[src/rtl/cpu_step_ctrl_pkg.sv]
// rtl/cpu_step_ctrl_pkg.sv - mode encodings and default widths for the CPU step controller
package cpu_step_ctrl_pkg;

    localparam int DEF_BURST_W = 8;
    localparam int DEF_CNT_W   = 32;

    typedef enum logic [1:0] {
        MODE_HALT  = 2'd0,
        MODE_BURST = 2'd1,
        MODE_RUN   = 2'd2
    } step_mode_e;

endpackage

[src/rtl/cpu_step_ctrl_burst_counter.sv]
// rtl/cpu_step_ctrl_burst_counter.sv - loadable down-counter holding the remaining cycles of a step burst
module step_burst_counter #(
    parameter int W = 8
) (
    input  logic         clk,
    input  logic         reset,
    input  logic         clear,
    input  logic         load,
    input  logic         dec,
    input  logic [W-1:0] load_val,
    output logic         last,
    output logic         zero
);

    logic [W-1:0] count;

    // Clear beats load beats decrement; a zero load value counts as one cycle.
    always_ff @(posedge clk or negedge reset) begin
        if (!reset) begin
            count <= '0;
        end else if (clear) begin
            count <= '0;
        end else if (load) begin
            count <= (load_val == '0) ? W'(1) : load_val;
        end else if (dec && (count != '0)) begin
            count <= count - W'(1);
        end
    end

    assign last = (count == W'(1));
    assign zero = (count == '0);

endmodule

[src/rtl/cpu_step_ctrl.sv]
// rtl/cpu_step_ctrl.sv - halt/run/burst-step FSM producing the MIPS pipeline clock-enable (optional STEP_QUEUE_EN)
module cpu_step_ctrl
    import cpu_step_ctrl_pkg::*;
#(
    parameter int BURST_W = DEF_BURST_W,
    parameter int CNT_W   = DEF_CNT_W
) (
    input  logic               clk,
    input  logic               reset,
    input  logic               step_pulse,
    input  logic               run_req,
    input  logic               halt_req,
    input  logic [BURST_W-1:0] burst_len,
    output logic               cpu_en,
    output logic               busy,
    output logic [1:0]         mode,
    output logic [CNT_W-1:0]   cycle_cnt
);

    step_mode_e state_q, state_d;
    logic       cnt_clear, cnt_load, cnt_dec;
    logic       cnt_last, cnt_zero;
    logic       burst_done;

`ifdef STEP_QUEUE_EN
    logic       pending_q, pending_d;
`endif

    step_burst_counter #(.W(BURST_W)) u_burst_cnt (
        .clk      (clk),
        .reset    (reset),
        .clear    (cnt_clear),
        .load     (cnt_load),
        .dec      (cnt_dec),
        .load_val (burst_len),
        .last     (cnt_last),
        .zero     (cnt_zero)
    );

    // An empty counter in BURST is treated as the final cycle so the FSM can never stick.
    assign burst_done = cnt_last | cnt_zero;

    // Next state and burst-counter control; halt_req overrides everything.
    always_comb begin
        state_d   = state_q;
        cnt_clear = 1'b0;
        cnt_load  = 1'b0;
        cnt_dec   = 1'b0;
`ifdef STEP_QUEUE_EN
        pending_d = pending_q;
`endif
        if (halt_req) begin
            state_d   = MODE_HALT;
            cnt_clear = 1'b1;
`ifdef STEP_QUEUE_EN
            pending_d = 1'b0;
`endif
        end else begin
            case (state_q)
                MODE_HALT: begin
                    if (run_req) begin
                        state_d   = MODE_RUN;
                        cnt_clear = 1'b1;
                    end else if (step_pulse) begin
                        state_d  = MODE_BURST;
                        cnt_load = 1'b1;
                    end
`ifdef STEP_QUEUE_EN
                    pending_d = 1'b0;
`endif
                end
                MODE_BURST: begin
                    if (run_req) begin
                        state_d   = MODE_RUN;
                        cnt_clear = 1'b1;
`ifdef STEP_QUEUE_EN
                        pending_d = 1'b0;
`endif
                    end else if (burst_done) begin
`ifdef STEP_QUEUE_EN
                        // A queued (or just-arrived) step chains straight on with no idle cycle.
                        if (pending_q || step_pulse) begin
                            cnt_load  = 1'b1;
                            pending_d = 1'b0;
                        end else begin
                            state_d   = MODE_HALT;
                            cnt_clear = 1'b1;
                        end
`else
                        state_d   = MODE_HALT;
                        cnt_clear = 1'b1;
`endif
                    end else begin
                        cnt_dec = 1'b1;
`ifdef STEP_QUEUE_EN
                        if (step_pulse) begin
                            pending_d = 1'b1;
                        end
`endif
                    end
                end
                MODE_RUN: begin
                    if (!run_req) begin
                        state_d = MODE_HALT;
                    end
`ifdef STEP_QUEUE_EN
                    pending_d = 1'b0;
`endif
                end
                default: begin
                    state_d   = MODE_HALT;
                    cnt_clear = 1'b1;
                end
            endcase
        end
    end

    // State register with registered copies of the derived outputs.
    always_ff @(posedge clk or negedge reset) begin
        if (!reset) begin
            state_q <= MODE_HALT;
            cpu_en  <= 1'b0;
            busy    <= 1'b0;
            mode    <= MODE_HALT;
        end else begin
            state_q <= state_d;
            cpu_en  <= (state_d != MODE_HALT);
            busy    <= (state_d != MODE_HALT);
            mode    <= state_d;
        end
    end

`ifdef STEP_QUEUE_EN
    // One-deep queue of a step request that arrived during a burst.
    always_ff @(posedge clk or negedge reset) begin
        if (!reset) begin
            pending_q <= 1'b0;
        end else begin
            pending_q <= pending_d;
        end
    end
`endif

    // Enabled-cycle counter for debug display; wraps silently.
    always_ff @(posedge clk or negedge reset) begin
        if (!reset) begin
            cycle_cnt <= '0;
        end else if (cpu_en) begin
            cycle_cnt <= cycle_cnt + CNT_W'(1);
        end
    end

endmodule

[config.mk]
export PLATFORM = sky130hd
export DESIGN_NAME = cpu_step_ctrl
export DESIGN_NICKNAME = d
export VERILOG_FILES = /design/src/rtl/cpu_step_ctrl_pkg.sv /design/src/rtl/cpu_step_ctrl_burst_counter.sv /design/src/rtl/cpu_step_ctrl.sv
export SDC_FILE = /design/constraint.sdc
export NUM_CORES = 1
export LEC_CHECK = 0
export BUFFER_PORTS_ARGS = -buffer_cell sky130_fd_sc_hd__buf_2
export CAP_MARGIN = 20
export CORE_UTILIZATION = 54
export CTS_BUF_LIST = sky130_fd_sc_hd__clkbuf_16
export CTS_CLUSTER_SIZE = 40
export DETAILED_ROUTE_END_ITERATION = 6
export GPL_ROUTABILITY_DRIVEN = 0
export PLACE_DENSITY = 0.8
export SYNTH_ARGS = -nofsm -noshare
export SYNTH_HDL_FRONTEND = slang
export SYNTH_SLANG_ARGS = --single-unit
[constraint.sdc]
create_clock -name clk -period 2.49 [get_ports clk]
set_clock_uncertainty 0.2 [all_clocks]
set_input_delay 0.249 -clock clk [delete_from_list [all_inputs] [get_ports clk]]
set_output_delay 0.249 -clock clk [all_outputs]
set_load 0.02 [all_outputs]
# ---- Word level (Yosys, flattened, before mapping)
# Index checks and enable logic that the tools add are counted.
dict set report totals {
  inputBits 13
  output_inout_bits 36
  ff_bits 43
}
dict set report classes {
  mux 24
  bitwise_logic 1
  reduce_logical 7
  addsub 2
  n_eq_ne 3
}
# operator count
set ops {}
lappend ops {{adder 32 x 1 -> 32 bit, second input constant} 1}
lappend ops {{2-to-1 mux 8 bit} 4}
lappend ops {{zero test 8 bit} 2}
lappend ops {{2-to-1 mux 1 bit} 12}
lappend ops {{2-to-1 mux 2 bit} 6}
lappend ops {{== test 8 x 1 -> 1 bit, second input constant} 1}
lappend ops {{nonzero test 8 bit} 1}
lappend ops {{subtractor 8 x 1 -> 8 bit, second input constant} 1}
lappend ops {{case mux 2 bit (3 select lines)} 1}
lappend ops {{case mux 1 bit (3 select lines)} 1}
lappend ops {{nonzero test 3 bit} 1}
lappend ops {{== test 2 x 1 -> 1 bit, second input constant} 1}
lappend ops {{== test 2 bit, second input constant} 1}
lappend ops {{zero test 2 bit} 1}
lappend ops {{nonzero test 2 bit} 1}
lappend ops {{logical AND 1 bit} 1}
lappend ops {{bitwise OR 1 bit} 1}

# ---- Depth between registers and ports, before layout
dict set report logic_depth {
  ltp_word 10
  depth_mapped 7
}

# ---- Modules after synthesis
# From an unflattened synthesis, not the netlist that was laid out.
dict set report hier_totals {
  cells_unflattened 197
  area_unflattened_um2 2143.3
}
# module instances cells_per_inst area_each_um2
set by_module_without_submodules {}
lappend by_module_without_submodules {cpu_step_ctrl 1 134 1587.8}
lappend by_module_without_submodules {step_burst_counter 1 63 555.5}

# ---- Worst setup path before layout
# Ideal clock, no wire load.
dict set report synth_timing {
  kind {flip-flop to flip-flop}
  from {register state_q[0]}
  to {register busy}
  synth_period_minus_slack_ns 2.136
  arrival_ns 1.811
  setup_slack_ns 0.354
  n_path_buf 0
  path_stages_with_launch 6
  path_cell_list {dfrtp_1 or4b_4 or3_1 nand2_1 inv_2 or2_1}
}
dict set report synth_between {
  elab_chain_len 5
  elab_cells_between_ends 11
  cone_classes {eq/ne: 2; mux: 7; reduce/logical: 2}
}
# item line
set synth_rtl {}
lappend synth_rtl {{start: declaration} cpu_step_ctrl.sv:20} ;# step_mode_e state_q, state_d;
lappend synth_rtl {{start signal: assignment} cpu_step_ctrl.sv:126} ;# state_q <= state_d;
lappend synth_rtl {{2-to-1 mux 2 bit (on tied branches)} {cpu_step_ctrl.sv:79, cpu_step_ctrl.sv:64}}
lappend synth_rtl {{2-to-1 mux 2 bit (on tied branches)} {cpu_step_ctrl.sv:73, cpu_step_ctrl.sv:61}}
lappend synth_rtl {{case mux 2 bit (3 select lines) *} cpu_step_ctrl.sv:59} ;# case (state_q)
lappend synth_rtl {{2-to-1 mux 2 bit *} cpu_step_ctrl.sv:52} ;# if (halt_req) begin
lappend synth_rtl {{net state_d[0]} cpu_step_ctrl.sv:20}
lappend synth_rtl {{nonzero test 2 bit *} cpu_step_ctrl.sv:128} ;# busy <= (state_d != MODE_HALT);
lappend synth_rtl {{end signal: assignment} cpu_step_ctrl.sv:128}
lappend synth_rtl {{end: declaration} cpu_step_ctrl.sv:15} ;# output logic busy,
# Mark *: on every way through the listed nets, which the timed path passes. The rest lies on a longest branch.
# A chain may end at the register's enable or synchronous reset.

# ---- Worst setup path after layout
dict set report layout_timing {
  from {register u_burst_cnt.count[5]}
  to {register u_burst_cnt.count[3]}
}
dict set report layout_between {
  elab_chain_len 8
  elab_cells_between_ends 15
  cone_classes {eq/ne: 1; mux: 9; bitwise: 1; reduce/logical: 4}
}
# item line
set layout_rtl {}
lappend layout_rtl {{start: declaration} cpu_step_ctrl_burst_counter.sv:15} ;# logic [W-1:0] count;
lappend layout_rtl {{start signal: assignment} cpu_step_ctrl_burst_counter.sv:24} ;# count <= (load_val == '0) ? W'(1) : load_val;
lappend layout_rtl {{start signal: assignment} cpu_step_ctrl_burst_counter.sv:26} ;# count <= count - W'(1);
lappend layout_rtl {{== test 8 x 1 -> 1 bit / zero test 8 bit (equally long branches)} {cpu_step_ctrl_burst_counter.sv:30, cpu_step_ctrl_burst_counter.sv:31}}
lappend layout_rtl {{bitwise OR 1 bit} cpu_step_ctrl.sv:41} ;# assign burst_done = cnt_last | cnt_zero;
lappend layout_rtl {{2-to-1 mux 1 bit} cpu_step_ctrl.sv:79} ;# end else if (burst_done) begin
lappend layout_rtl {{2-to-1 mux 1 bit} cpu_step_ctrl.sv:73} ;# if (run_req) begin
lappend layout_rtl {{2-to-1 mux 1 bit} cpu_step_ctrl.sv:59}
lappend layout_rtl {{2-to-1 mux 1 bit} cpu_step_ctrl.sv:52}
lappend layout_rtl {{logical AND 1 bit} cpu_step_ctrl_burst_counter.sv:25} ;# end else if (dec && (count != '0)) begin
lappend layout_rtl {{nonzero test 3 bit (no source line)} --}
# Several ways; a longest one is shown, not always the timed one.

==> qor.txt <==
Pint -> 1.36 mW
RSZ-0062 raised after global routing -> no
vias in the first global route -> 1650
Hold Fails Final Rpt -> 0
YS warnings -> 0
design area -> 0.00268 mm²
CTS tree -> yes
Async S/R FF share, synth -> 1.00
Setup CP Type -> flop to flop
fin nets -> 281
Die Ht -> 66.0 µm
Switching Fraction -> 0.275
gr ovfl total -> 0
max-cap violations -> 0
Ant. Diodes -> 0
Die X-Extent -> 66.0 µm
total chip power -> 1.88 mW
Worst Setup SP -> u_burst_cnt.count[5]
Seq/Total Area, Yosys -> 0.486
Pre-Repair DR Iteration Count -> 4
slew margin rel. -> 0.378
CP endpoint -> u_burst_cnt.count[3]
CTS sink cnt -> 43
setup slack after layout -> 0.266 ns
Leak -> 1.40 nW
status -> completed
worst hold-check path type -> input pin to flop
Final Max Tran Viols -> 0
DRC -> 0
fmax -> 0.450 GHz
cell depth of the worst flop-to-flop path -> 4
area growth from synthesis to layout -> 21.3%
Netlist Area Pre-Place -> 0.00221 mm²
number of vias per cell -> 5.60
Die Area -> 0.00436 mm²
clock root buffer master -> clkbuf_16
crit path max fanout -> 6
DR WL/cell -> 14.1 µm
synthesized instance count -> 209
Max rail drop VDD -> 470 µV
Longest Clk Path Bufs -> 2
Psw -> 0.519 mW
Synth Net Count -> 226
Comb power frac -> 0.182
Unique masters post-synth -> 45
post-CTS setup buffers -> 0
DRT iter0 DRCs -> 128
hold slack -> 0.0488 ns
Critical Path AT -> 2.19 ns
core area -> 0.00380 mm²
initial antenna violation count -> 0
Fillers -> 264
register-to-register path setup slack -> 0.27 ns
R2R Path End -> u_burst_cnt.count[3]
Placed Area -> 0.00251 mm²
port bufs -> 48
Hold Buf Count CTS -> 1
I/O pin count -> 49
WL final -> 4400 µm
Clk network pwr share -> 0.382
initial core utilization -> 0.582
layout cell share with drive strength beyond 1 -> 0.268
Non-Filler Instances -> 313
num rows -> 22
final setup vio count -> 0
TNS Setup -> 0 ns
fin crit period -> 2.22 ns
ys flop type -> dfrtp_1
worst skew pair latency -> 0.28 ns
Slew @ Worst Pin -> 0.933 ns
Flop pwr share -> 0.436
clk slew on worst S/H paths -> 0.06 ns
Yosys reg bits -> 43
largest net degree at the start of global routing -> 44
Core Util, Final -> 0.706
first-pass GRT wire length -> 7340 µm
antenna-violating nets left -> 0
Syn Area/Cell -> 10.6 µm²
DP Wirelength -> 3160 µm
PwrDens -> 702 mW/mm²
number of synthesized flops with an enable pin -> 0
GRT Util Overall -> 0.229
H-tree Lvls -> 2
vias -> 1752
placed insts -> 304
CTS resizes -> 0
final period utilization -> 0.893
Required @ worst endpoint -> 2.46 ns
Setup crit end kind -> flop
Crit Reg-Reg Startpoint -> u_burst_cnt.count[5]
CTS Buf Count -> 5
Post-Place Setup Slack -> 0.292 ns
CP startpoint kind -> flop
-- cells in the mapped netlist, types with 2 or more instances --
library cell / number / area [µm²]
dfrtp_1: 43 / 1080
clkbuf_1: 2 / 7.51
mux2_2: 2 / 22.5
nand2_1: 12 / 45.0
a21oi_1: 4 / 20.0
xnor2_1: 15 / 131
nor3_1: 17 / 85.1
inv_1: 14 / 52.6
and4_1: 4 / 35.0
mux2i_1: 6 / 60.1
xor2_1: 17 / 149
nand4_1: 5 / 31.3
nand3_1: 9 / 45.0
or3_1: 2 / 12.5
ha_1: 4 / 50.1
o21ai_0: 5 / 25.0
nor4_1: 5 / 31.3
o2bb2ai_1: 2 / 17.5
o22ai_1: 2 / 12.5
and2_1: 3 / 18.8
nor2_1: 12 / 45.0
-- how the worst min path moves through the flow --
stage | from | end | slack, ns | depth (start not counted)
final | burst_len[7] | u_burst_cnt.count[7] | 0.05 | 3
after global placement | reset | cycle_cnt[6] | 0.24 | 1
after floorplan | reset | busy | -0.25 | 0
after detailed placement | reset | cycle_cnt[7] | 0.24 | 1
after global routing | burst_len[2] | u_burst_cnt.count[2] | 0.07 | 3
after CTS | burst_len[7] | u_burst_cnt.count[7] | 0.05 | 3
-- registers in the layout, summed over array words and instances (netlist names) --
register           flops
cycle_cnt             32
u_burst_cnt.count      8
state_q                2
busy                   1
-- worst max-delay path: stages, from the launching register on --
cell and delay [ns]:
dfrtp_1 0.44, or4b_4 0.58, o311ai_2 0.46, o21ai_1 0.13, a22o_2 0.29
-- cell type report --
| class | count | area, µm² | area share |
|---|---|---|---|
| Clock inverter | 3 | 38.8 | 0.0145 |
| Sequential cell | 43 | 1080 | 0.401 |
| Tap cell | 48 | 60.1 | 0.0224 |
| Clock buffer | 5 | 125 | 0.0466 |
| Timing Repair Buffer | 52 | 273 | 0.102 |
| Inverter | 15 | 56.3 | 0.0210 |
| Multi-Input combinational cell | 147 | 1050 | 0.393 |
-- kinds of logic (layout without fill, tap and decap cells) --
family | count (synthesis) | count (layout) | share of synthesized area
mux | 8 | 8 | 0.0373
fa+ha+maj | 4 | 4 | 0.0226
xor+xnor | 32 | 32 | 0.127
compound gates | 23 | 23 | 0.0747
simple gates | 80 | 80 | 0.215
flops | 43 | 43 | 0.486
buf+inv | 19 | 75 | 0.0373
-- power by group through the flow --
stage | Clock [mW] | Sequential, mW | Combinational (mW)
final | 0.720 | 0.820 | 0.342
after global routing | 0.771 | 0.835 | 0.375
after CTS | 0.732 | 0.820 | 0.345
after detailed placement | 0 | 0.831 | 0.338
after global placement | 0 | 0.829 | 0.330
after floorplan | 0 | 0.879 | 0.167
-- per-layer routing --
| metal | track usage | wire, µm |
|---|---|---|
| met1 | 0.292 | 1900 |
| met2 | 0.364 | 2150 |
| met3 | 0.0724 | 306 |
| met4 | 0.0798 | 39 |
| met5 | 0 | 0 |
-- cells in the final DEF, fill, tap and decap left out, types with 2 or more instances in the layout --
| cell type | n |
|---|---|
| nand2_1 | 12 |
| o21ai_0 | 5 |
| and4_1 | 4 |
| a21oi_1 | 4 |
| buf_4 | 3 |
| nand4_1 | 5 |
| inv_1 | 14 |
| nor4_1 | 5 |
| nand3_1 | 9 |
| ha_1 | 4 |
| buf_2 | 48 |
| or3_1 | 2 |
| nor3_1 | 17 |
| mux2i_1 | 6 |
| mux2_2 | 2 |
| clkbuf_16 | 5 |
| o22ai_1 | 2 |
| and2_1 | 3 |
| xor2_1 | 17 |
| nor2_1 | 12 |
| dfrtp_1 | 43 |
| xnor2_1 | 15 |
| o2bb2ai_1 | 2 |
Note: power is estimated with default switching activity, not from simulation.
